## config.mk

```make
export PLATFORM = sky130hd
export DESIGN_NAME = uart_tx_flat
export DESIGN_NICKNAME = d
export VERILOG_FILES = /design/src/rtl/uart_pkg.sv /design/src/rtl/uart_tx_if.sv /design/src/rtl/uart_baud_cnt.sv /design/src/rtl/uart_tx.sv /design/src/flat_wrapper.sv
export SDC_FILE = /design/constraint.sdc
export NUM_CORES = 1
export LEC_CHECK = 0
export CORE_ASPECT_RATIO = 1.4
export CORE_MARGIN = 2
export CORE_UTILIZATION = 45
export CTS_CLUSTER_DIAMETER = 60
export DETAILED_ROUTE_END_ITERATION = 10
export PLACE_DENSITY_LB_ADDON = 0.12
export SLEW_MARGIN = 20
export SYNTH_ARGS = -nofsm -noshare
export SYNTH_HDL_FRONTEND = slang
export SYNTH_SLANG_ARGS = --single-unit
```

## constraint.sdc

```tcl
create_clock -name clk -period 2.3 [get_ports clk]
set_input_delay 0.69 -clock clk [delete_from_list [all_inputs] [get_ports clk]]
set_output_delay 0.69 -clock clk [all_outputs]
set_load 0.1 [all_outputs]
```

## src/rtl/uart_pkg.sv

```systemverilog
// uart_pkg: definitions shared by the UART transmitter and receiver.
//   - FSM state encoding (3-bit localparams, legacy-compatible)
//   - FRAME_BITS: data bits per frame
//   - DEFAULT_CLKS_PER_BIT: default bit period in clock cycles
//   - parity_of(): frame parity helper
package uart_pkg;

    localparam int FRAME_BITS           = 8;
    localparam int DEFAULT_CLKS_PER_BIT = 16;

    localparam logic [2:0] ST_IDLE   = 3'd0;
    localparam logic [2:0] ST_START  = 3'd1;
    localparam logic [2:0] ST_DATA   = 3'd2;
    localparam logic [2:0] ST_PARITY = 3'd3;
    localparam logic [2:0] ST_STOP   = 3'd4;

    // Even parity is the XOR of the data bits; odd parity is its inverse.
    function automatic logic parity_of(input logic [FRAME_BITS-1:0] d, input logic odd);
        return (^d) ^ odd;
    endfunction

endpackage

```

## src/rtl/uart_tx_if.sv

```systemverilog
// uart_tx_if: byte handshake between a requester and the UART transmitter.
//   tx_data  : byte to send (requester -> transmitter)
//   tx_valid : requester has a byte on tx_data
//   tx_ready : transmitter can accept a byte this cycle
// Modports: master = requester side, slave = transmitter side.
interface uart_tx_if;
    import uart_pkg::*;

    logic [FRAME_BITS-1:0] tx_data;
    logic                  tx_valid;
    logic                  tx_ready;

    modport master (output tx_data, output tx_valid, input tx_ready);
    modport slave  (input tx_data, input tx_valid, output tx_ready);

endinterface

```

## src/rtl/uart_baud_cnt.sv

```systemverilog
// uart_baud_cnt: bit-period counter.
//   clk, reset : clock, asynchronous active-high reset
//   restart    : hold the counter at 0 (start of a new bit sequence)
//   bit_end    : one-cycle pulse in the last cycle of each bit period
// The counter wraps to 0 on its own at CLKS_PER_BIT-1, so consecutive
// bits need no explicit restart.
module uart_baud_cnt #(
    parameter int CLKS_PER_BIT = 16
) (
    input  logic clk,
    input  logic reset,
    input  logic restart,
    output logic bit_end
);

    // At least one bit wide so CLKS_PER_BIT=1 still has a legal counter.
    localparam int W = (CLKS_PER_BIT > 1) ? $clog2(CLKS_PER_BIT) : 1;
    localparam logic [W-1:0] LAST = W'(CLKS_PER_BIT - 1);

    logic [W-1:0] cnt;

    always_ff @(posedge clk or posedge reset) begin
        if (reset)
            cnt <= '0;
        else if (restart || cnt == LAST)
            cnt <= '0;
        else
            cnt <= cnt + W'(1);
    end

    assign bit_end = !restart && (cnt == LAST);

endmodule

```

## src/rtl/uart_tx.sv

```systemverilog
// uart_tx: UART serial transmitter.
//   clk, reset : clock, asynchronous active-high reset
//   bus        : byte handshake (uart_tx_if.slave: tx_data, tx_valid, tx_ready)
//   tx         : registered serial line, idles high
//   busy       : a frame is in progress
//   tx_done    : one-cycle pulse in the final cycle of the last stop bit
// Frame: start(0), 8 data bits LSB first, optional parity, STOP_BITS stop(1).
module uart_tx
    import uart_pkg::*;
#(
    parameter int CLKS_PER_BIT = DEFAULT_CLKS_PER_BIT,
    parameter int PARITY_EN    = 0,
    parameter int PARITY_ODD   = 0,
    parameter int STOP_BITS    = 1
) (
    input  logic       clk,
    input  logic       reset,
    uart_tx_if.slave   bus,
    output logic       tx,
    output logic       busy,
    output logic       tx_done
);

    localparam logic [2:0] LAST_IDX = 3'(FRAME_BITS - 1);

    logic [2:0]            state;
    logic [FRAME_BITS-1:0] shreg;
    logic [2:0]            bit_idx;
    logic                  stop_cnt;
    logic                  par_bit;
    logic                  bit_end;
    logic                  accept;
    logic                  stop_last;

    // Counter is held at 0 while idle so START always gets a full bit period.
    uart_baud_cnt #(.CLKS_PER_BIT(CLKS_PER_BIT)) u_baud (
        .clk     (clk),
        .reset   (reset),
        .restart (state == ST_IDLE),
        .bit_end (bit_end)
    );

    assign bus.tx_ready = (state == ST_IDLE);
    assign busy         = (state != ST_IDLE);
    assign accept       = bus.tx_valid && bus.tx_ready;
    assign stop_last    = (STOP_BITS == 1) || stop_cnt;
    assign tx_done      = (state == ST_STOP) && bit_end && stop_last;

    always_ff @(posedge clk or posedge reset) begin
        if (reset) begin
            state    <= ST_IDLE;
            tx       <= 1'b1;
            shreg    <= '0;
            par_bit  <= 1'b0;
            bit_idx  <= '0;
            stop_cnt <= 1'b0;
        end else begin
            case (state)
                ST_IDLE: begin
                    tx <= 1'b1;
                    if (accept) begin
                        shreg   <= bus.tx_data;
                        par_bit <= parity_of(bus.tx_data, PARITY_ODD != 0);
                        state   <= ST_START;
                        tx      <= 1'b0;
                    end
                end
                ST_START: begin
                    if (bit_end) begin
                        state   <= ST_DATA;
                        tx      <= shreg[0];
                        shreg   <= shreg >> 1;
                        bit_idx <= '0;
                    end
                end
                ST_DATA: begin
                    if (bit_end) begin
                        if (bit_idx == LAST_IDX) begin
                            if (PARITY_EN != 0) begin
                                state <= ST_PARITY;
                                tx    <= par_bit;
                            end else begin
                                state    <= ST_STOP;
                                tx       <= 1'b1;
                                stop_cnt <= 1'b0;
                            end
                        end else begin
                            tx      <= shreg[0];
                            shreg   <= shreg >> 1;
                            bit_idx <= bit_idx + 3'd1;
                        end
                    end
                end
                ST_PARITY: begin
                    if (bit_end) begin
                        state    <= ST_STOP;
                        tx       <= 1'b1;
                        stop_cnt <= 1'b0;
                    end
                end
                ST_STOP: begin
                    if (bit_end) begin
                        if (stop_last)
                            state <= ST_IDLE;
                        else
                            stop_cnt <= 1'b1;
                    end
                end
                default: begin
                    state <= ST_IDLE;
                    tx    <= 1'b1;
                end
            endcase
        end
    end

endmodule
```

## src/flat_wrapper.sv

```systemverilog
// flat-port wrapper written by rule: the top's interface ports become plain ports
module uart_tx_flat import uart_pkg::*;
#(
    parameter int CLKS_PER_BIT = DEFAULT_CLKS_PER_BIT,
    parameter int PARITY_EN    = 0,
    parameter int PARITY_ODD   = 0,
    parameter int STOP_BITS    = 1
)
  (clk, reset, tx, busy, tx_done, bus_tx_data, bus_tx_valid, bus_tx_ready);
  uart_tx_if bus_i ();
  input  logic clk;
  input  logic reset;
  output logic tx;
  output logic busy;
  output logic tx_done;
  input wire logic [$bits(bus_i.tx_data)-1:0] bus_tx_data;
  input wire logic [$bits(bus_i.tx_valid)-1:0] bus_tx_valid;
  output wire logic [$bits(bus_i.tx_ready)-1:0] bus_tx_ready;
  assign bus_i.tx_data = bus_tx_data;
  assign bus_i.tx_valid = bus_tx_valid;
  assign bus_tx_ready = bus_i.tx_ready;
  uart_tx #(.CLKS_PER_BIT(CLKS_PER_BIT), .PARITY_EN(PARITY_EN), .PARITY_ODD(PARITY_ODD), .STOP_BITS(STOP_BITS)) u_core (.clk(clk), .reset(reset), .bus(bus_i), .tx(tx), .busy(busy), .tx_done(tx_done));
endmodule
```

* Word level (Yosys, flattened, before mapping)
Index checks and enable logic that the tools add are counted.
** Word-level totals
- Bits in latches :: 0
- ROM bits :: 0
- RAM bits :: 0
- Register bits after elaboration :: 19
- Memories :: 0
** Operators by class
- Equal/unequal tests :: 13
- Magnitude comparators :: 0
- Multiply operators :: 0
- Shift operators :: 0
- Reductions and logical operators :: 13
- Bitwise logic cells :: 1
- Muxes and demuxes :: 22
- Add/sub/neg operators :: 2
- Divide/modulo/power cells :: 0
** Operators with widths (count)
- $mux 8 :: 4
- $mux 3 :: 8
- $pmux 8 s3 :: 1
- $pmux 3 s5 :: 1
- $ne 2x1->1 const B :: 5
- $reduce_and 4->1 :: 2
- $eq 3x2->1 const B :: 2
- $eq 3x3->1 const B :: 2
- $pmux 3 s2 :: 1
- $reduce_and 6->1 :: 1
- $reduce_bool 3->1 :: 2
- $mux 1 :: 5
- $pmux 1 s5 :: 1
- $reduce_and 5->1 :: 1
- $add 4x1->4 const B :: 1
- $eq 4x4->1 const B :: 1
- $mux 4 :: 1
- $ne 2x2->1 const B :: 2
- $add 3x1->3 const B :: 1
- $eq 3x1->1 const B :: 1
- $logic_and 1x1->1 :: 3
- $logic_not 3->1 :: 1
- $reduce_bool 2->1 :: 1
- $logic_not 1->1 :: 1
- other kinds (2) :: 2

* Longest topological paths before layout
Gate-level depths: netlist of run 1.
- Depth after elaboration :: 5
- Mapped depth :: 6

* Modules after synthesis
Synthesis of run 1 repeated with hierarchy kept, for this count alone.
** Second synthesis, totals
- Cell total of the unflattened synthesis :: 101
- Area total of the unflattened synthesis :: 1039.7 µm²
** By module, submodules not included
- uart_tx :: cells an instance 86, area an instance 862.1 µm², instances 1
- uart_baud_cnt :: cells an instance 15, area an instance 177.7 µm², instances 1

* Worst setup path before layout of run 1
OpenSTA, ideal clock, no wires.
- Path type :: flip-flop to output port
- From :: reg u_core.state[2]
- To :: out busy
- Path slack :: -2479 ps
- Stages on the path, launching flop included :: 4
- Arrival :: 4089 ps
- Cell sequence :: dfrtp_1 -> buf_6 -> nor3_1 -> inv_1
** On the way
- Longest elaborated chain between the ends :: 1
** Ends and longest elaborated chain
- start, declared :: line uart_tx.sv:26 : logic [2:0] state;
- start signal, assigned :: line uart_tx.sv:51 : state <= ST_IDLE;
- start signal, assigned :: line uart_tx.sv:64 : state <= ST_START;
- start signal, assigned :: line uart_tx.sv:70 : state <= ST_DATA;
- $reduce_bool 3->1 :: line uart_tx.sv:44 : assign busy = (state != ST_IDLE);
- end, declared :: line flat_wrapper.sv:14 : output logic busy;
No other way between the ends.

* Worst setup path after layout of run 1
- From :: reg u_core.state[1]
- To :: out tx_done
** On the way
- Longest elaborated chain between the ends :: 4
- Elaborated cells on any way between the ends :: 5
- Those cells by class :: eq/ne (1); reduce/logical (4)
** Ends and longest elaborated chain
- $logic_not 3->1 :: line uart_tx.sv:39 : .restart (state == ST_IDLE),
- $logic_not 1->1 :: line uart_baud_cnt.sv:31 : assign bit_end = !restart && (cnt == LAST);
- $logic_and 1x1->1 :: line uart_baud_cnt.sv:31
- $logic_and 1x1->1 * :: line uart_tx.sv:47 : assign tx_done = (state == ST_STOP) && bit_end && stop_last;
- end, declared :: line flat_wrapper.sv:15 : output logic tx_done;
Every way passes the cells marked *; elsewhere a longest branch is shown, timed or not.

==> results of run 1 <==
==> stage by stage <==
| stage | power, µW | TNS, ps | utilization [%] | hold WS (ps) | setup slack (ps) |
|---|---|---|---|---|---|
| 6_report | 1620 | 0 | 58.59 | 514.5 | 81.39 |
| 5_1_grt | 1735 | -4.925 | 58.59 | 556.8 | -4.925 |
| 4_1_cts | 1634 | 0 | 58.59 | 523.8 | 78.48 |
| 3_5_place_dp | 1459 | 0 | 57.24 | 508.7 | 283.4 |
| 3_3_place_gp | 1440 | 0 | 57.24 | 488.0 | 295.6 |
| 2_1_floorplan | 1266 | -801.4 | - | 467.6 | -482.7 |
==> worst paths after layout <==
| path | startpoint | end | slack (ps) | depth (start not counted) |
|---|---|---|---|---|
| max in group asynchronous | reset | u_core.tx | 1330 | 3 |
| worst max-delay path | u_core.state[1] | tx_done | 80 | 4 |
| min in group asynchronous | reset | u_core.u_baud.cnt[2] | 700 | 3 |
| worst max register to register | u_core.bit_idx[0] | u_core.shreg[3] | 370 | 6 |
| worst min register to register | u_core.u_baud.cnt[0] | u_core.u_baud.cnt[0] | 510 | 1 |
| worst min-delay path | u_core.u_baud.cnt[0] | u_core.u_baud.cnt[0] | 510 | 1 |
==> synthesized netlist by cell type, drive strengths merged, types with 2 or more instances <==
| master | number |
|---|---|
| nand2 | 3 |
| and3 | 2 |
| inv | 5 |
| nor2 | 5 |
| a21oi | 3 |
| nor3 | 4 |
| dfrtp | 18 |
| o22ai | 7 |
| a2bb2oi | 7 |
| ha | 4 |
| a22o | 2 |
| nand3 | 2 |
| buf | 4 |
| o21ai | 4 |
| nand3b | 2 |
==> cells by family after synthesis <==
group / share of synthesized area (%)
AO/OA/AOI/OAI: 25.19
flip-flops: 47.74
adder cells (fa/ha/maj): 5.013
AND/OR/NAND/NOR: 11.78
multiplexers: 2.130
XOR/XNOR: 1.755
buffers and inverters: 6.391
==> worst reg2reg max path, stage by stage (launching register included) <==
cell	delay [ps]
dfrtp_1	400
ha_1	230
ha_1	200
or3b_4	390
a21oi_4	160
a21boi_4	290
a2bb2oi_1	190
==> layout by cell type, fill, tap and decap left out, types with 2 or more instances in the layout <==
cell type        synthesis  final
dfrtp_1                 18     18
clkdlybuf4s50_1          0     10
o22ai_1                  7      7
a2bb2oi_1                7      7
inv_1                    5      5
buf_4                    1      5
o21ai_0                  4      4
ha_1                     4      4
buf_12                   0      4
nand2_1                  3      3
nor3_1                   4      3
nor2_1                   5      3
clkbuf_4                 0      3
nand3_1                  2      2
nand3b_1                 2      2
a22o_1                   2      2
and3_1                   2      2
a21oi_1                  2      2
==> registers in the layout (all words and copies together) (netlist names) <==
name and flops:
u_core.state 3, u_core.bit_idx 3, u_core.shreg 8, u_core.u_baud.cnt 4, u_core.tx 1
==> area by class of cell <==
type	instances	area, µm²	share of cell area, %
Sequential cell	19	476.7	38.25
Timing Repair Buffer	19	217.7	17.47
Inverter	5	18.77	1.506
Tap cell	22	27.53	2.209
Clock buffer	4	26.28	2.108
Multi-Input combinational cell	61	479.2	38.45
==> where the power goes <==
group          total, µW  leakage (µW)  internal [µW]  switching, µW
logic                860      0.000303            407            454
registers            592      0.000227            473            119
clock network        168     0.0000150           67.5            100
==> routing by layer <==
layer	track usage, %	wire [µm]
met5	0	0
met2	27.94	936
met4	9.091	42
met1	21.44	832
met3	1.813	38
==> timing repair <==
item                       4_1_cts  5_1_grt
setup endpoints to repair        1        1
pin swaps                        0        0
gates resized for setup          1        0
==> out/metrics.csv, run 1 <==
stage,metric,value,unit
timing,Max Freq,0.4507,GHz
detailed_routing,vias per inst,5.877,
timing,RSZ-0062 raised after global routing,true,
die,I/O pin cnt,15,
clock_tree,CTS clock-pin slew for the worst setup and hold paths,100,ps
timing,# setup viols final,0,
synthesis,average size of a mapped cell,11.09,µm²
clock_tree,CTS root buf,clkbuf_4,
final_layout,fillers,186,
timing,clock skew,1.420,ps
min_path,class of the worst hold path,flop to flop,
critical_path,Critical Path Sink Type,primary output,
timing,"Hold Vio Cnt, Final",0,
placed_design,dpl cells,126,
synthesis,ys flop type,dfrtp_1,
final_layout,final net count,124,
global_routing,gr ovfl total,0,
synthesis,share of the synthesized area in the top cell type,45.11,%
power,P_leak,0.0005455,µW
timing,final number of max-transition violations,0,
timing,Slew @ Worst Pin,350.8,ps
die,core area,0.002127,mm²
critical_path,Critical Path Fanout Max,10,
final_layout,Syn-to-layout area delta,24.81,%
global_routing,initial antenna violation count,0,
critical_path,CP Cell Sequence,"nor2_2, nand2_1, nor2_4, buf_12",
clock_tree,setup bufs post-CTS,0,
die,Initial Utilization,46.94,%
synthesis,Post-synth EDFFs,0,
die,Die X,43.81,µm
detailed_routing,DR WL/cell,14.22,µm
clock_tree,clock sinks,19,
power,P per Cell Area,1300,mW/mm²
clock_tree,Skew-Pair Late Insertion Delay,290,ps
global_routing,largest net degree at the start of global routing,20,
placed_design,Post-DP HPWL,1.348,mm
final_layout,share of layout cells above drive strength 1,19.44,%
critical_path,Crit path max-delay family,simple AND/OR/NAND/NOR gates,
synthesis,Yosys reg bits,19,
critical_path,Critical Path AT,1530,ps
synthesis,Yosys cell types,35,
die,Site Rows,20,
global_routing,GRT Resource Usage Total,16.92,%
synthesis,"top cells by area, synth","dfrtp_1 (45%), a2bb2oi_1 (6.1%), ha_1 (5.0%)",
critical_path,CP Launch Type,flop,
job,max_cap viols,0,
detailed_routing,initial DRC count,7,
synthesis,"Seq/Total Area, Yosys",47.74,%
timing,Worst slew margin,76.61,%
synthesis,Synthesized Nets,105,
clock_tree,CTS tree,done,
final_layout,"non-filler cells, final",130,
critical_path,CP max-delay cell,dfrtp_1,
placed_design,Port Buf Inserts,14,
timing,fin crit period,2219,ps
detailed_routing,antenna-violating nets left,0,
power,Max VDD drop,680.7,µV
synthesis,cells after synthesis,90,
synthesis,Synth area leader,dfrtp_1,
detailed_routing,Pre-antenna DRT Iters,3,
final_layout,final instance area,0.001246,mm²
global_routing,global-route wire length before repair,3.298,mm
detailed_routing,total routed wirelength,1.849,mm
critical_path,WP data required,1610,ps
critical_path,largest stage delay on the critical path,520,ps
placed_design,placed inst area,0.001217,mm²
clock_tree,Max Buffers Root-to-Sink,2,
detailed_routing,total number of vias,764,
clock_tree,Hold Buf Count CTS,0,
placed_design,GPL Wtd Cong,0.7933,
timing,Final period util,96.46,%
clock_tree,H-tree depth,1,
clock_tree,TritonCTS Buffers,3,
synthesis,fraction of registers with async set/reset,100.0,%
final_layout,Antenna Cells,0,
status,outcome,completed,
critical_path,Bufs and invs on worst path,1,
synthesis,"Cell Area, Synth",998.5,µm²
die,die height,59.74,µm
die,DIE AREA,0.002617,mm²
synthesis,yosys warns,0,
global_routing,vias in the first global route,762,
critical_path,crit path kind,flop to primary output,
detailed_routing,Residual DRC,0,
No activity file was read; power rests on OpenSTA's default activity.
==> run 2: changes to the inputs <==
Settings changed: TNS_END_PERCENT from default to 5.
==> out/metrics.csv, run 2 (same netlist as run 1, synthesis figures left out) <==
stage,metric,value,unit
final_layout,"non-filler cells, final",130,
critical_path,cell mode on critical path,nor2_2,
timing,Worst slew margin,74.61,%
clock_tree,setup bufs post-CTS,0,
timing,Final period util,95.72,%
critical_path,WP data required,1610,ps
power,P per Cell Area,1307,mW/mm²
power,Comb pwr share,52.4,%
clock_tree,CTS root buf,clkbuf_4,
critical_path,Critical Path AT,1510,ps
critical_path,CP Launch Type,flop,
critical_path,crit path kind,flop to primary output,
placed_design,GPL Wtd Cong,0.7823,
timing,# setup viols final,0,
timing,fin crit period,2202,ps
die,core area,0.002127,mm²
critical_path,largest stage delay on the critical path,520,ps
timing,WHS,512.0,ps
die,die height,59.74,µm
timing,Slew @ Worst Pin,377.9,ps
die,I/O pin cnt,15,
power,switching part of the total power,41.67,%
clock_tree,CTS clock-pin slew for the worst setup and hold paths,100,ps
detailed_routing,total routed wirelength,1.836,mm
final_layout,Syn-to-layout area delta,24.31,%
timing,final number of max-transition violations,0,
final_layout,largest registers,"u_core.shreg (8), u_core.u_baud.cnt (4)",
die,Initial Utilization,46.94,%
status,outcome,completed,
detailed_routing,vias per inst,5.808,
detailed_routing,initial DRC count,18,
min_path,hold_sp,u_core.bit_idx[1],
critical_path,CP Cell Sequence,"nor2_2, nand2_1, nor2_2, buf_12",
power,sequential share of power,37.1,%
die,Site Rows,20,
critical_path,Reg2Reg Depth,6,
detailed_routing,DR WL/cell,14.12,µm
job,max_cap viols,0,
detailed_routing,antenna-violating nets left,0,
placed_design,placed inst area,0.001212,mm²
clock_tree,CTS tree,done,
power,Clock Power Share,10.5,%
global_routing,vias in the first global route,755,
global_routing,global-route wire length before repair,3.180,mm
clock_tree,TritonCTS Buffers,3,
detailed_routing,Residual DRC,0,
placed_design,Post-DP HPWL,1.323,mm
power,P_leak,0.0005453,µW
final_layout,final instance area,0.001241,mm²
global_routing,initial antenna violation count,0,
power,Max VDD drop,623.3,µV
die,Die X,43.81,µm
detailed_routing,total number of vias,755,
critical_path,reg-to-reg startpoint,u_core.bit_idx[0],
critical_path,CP startpoint,u_core.state[1],
die,DIE AREA,0.002617,mm²
final_layout,"commonest non-fill, non-tap cell in the layout",dfrtp_1,
global_routing,GRT Resource Usage Total,16.14,%
critical_path,Critical Path Sink Type,primary output,
final_layout,share of layout cells above drive strength 1,19.44,%
placed_design,Port Buf Inserts,14,
final_layout,register bank with the most flops,u_core.shreg,
detailed_routing,Pre-antenna DRT Iters,4,
final_layout,Antenna Cells,0,
clock_tree,H-tree depth,1,
critical_path,Critical Path Fanout Max,10,
final_layout,final net count,124,
final_layout,max FFs per register,8,
placed_design,dpl cells,126,
min_path,class of the worst hold path,flop to flop,
timing,Max Freq,0.4542,GHz
min_path,worst hold stages,1,
power,P_int,945.9,µW
timing,clock skew,7.806,ps
clock_tree,clock sinks,19,
final_layout,most frequent cells in the layout,"dfrtp_1 (18), clkdlybuf4s50_1 (10), o22ai_1 (7), a2bb2oi_1 (7)",
clock_tree,Skew-Pair Late Insertion Delay,290,ps
timing,RSZ-0062 raised after global routing,false,
power,sw power,675.7,µW
clock_tree,Max Buffers Root-to-Sink,2,
global_routing,largest net degree at the start of global routing,20,
timing,"Hold Vio Cnt, Final",0,
critical_path,CP max-delay cell,dfrtp_1,
global_routing,gr ovfl total,0,
## run 2: cell types whose count changed in the layout (fill, tap and decap cells not counted)
cell and delta:
nor2_4 -1, nor2_2 +1
## run 2: timing repair
item / 4_1_cts / 5_1_grt
resized for setup: 0 / 1
hold buffers: 0 / 0
endpoints found under the setup margin: 0 / 1
## run 2: final timing paths
kind                                   endpoint  slack (ps)
max in group asynchronous             u_core.tx        1330
min reg2reg                   u_core.bit_idx[1]         510
max reg2reg                     u_core.shreg[5]         360
min                           u_core.bit_idx[1]         510
max                                     tx_done         100
min in group asynchronous  u_core.u_baud.cnt[2]         700
## run 2: layer usage
metal	up-vias	share of wire (%)	track usage (%)
li1	372	-	-
met1	360	45	19.96
met2	17	49	26.68
met3	6	3.3	2.115
met4	0	3.2	9.091
met5	-	0	0
## run 2: cell type report
type,count,area (µm²)
tap,22,27.53
multi-input combinational,61,474.2
fill,176,885.9
sequential,19,476.7
inverter,5,18.77
clock buffer,4,26.28
timing repair buffer,19,217.7
## run 2: critical path: cells and delay by family, from the launching register on
| family | cells | cell delay (ps) |
|---|---|---|
| AND/OR/NAND/NOR | 3 | 530 |
| buffers and inverters | 1 | 190 |
| flip-flops | 1 | 520 |
## run 2: per-stage QoR
stage | utilization [%] | setup WS (ps) | TNS, ps | power (µW)
5_1_grt | 58.35 | 6.642 | 0 | 1728
4_1_cts | 58.24 | 26.21 | 0 | 1631
3_5_place_dp | 57.00 | 239.8 | 0 | 1461
2_1_floorplan | - | -482.7 | -845.8 | 1266
3_3_place_gp | 57.00 | 276.8 | 0 | 1449
6_report | 58.35 | 98.39 | 0 | 1622
## run 2: power groups by stage
stage	logic, µW	clock network, µW	registers, µW
floorplan	659	0	606
global placement	851	0	598
detailed placement	858	0	603
CTS	858	176	597
global route	923	185	620
finish	850	170	602
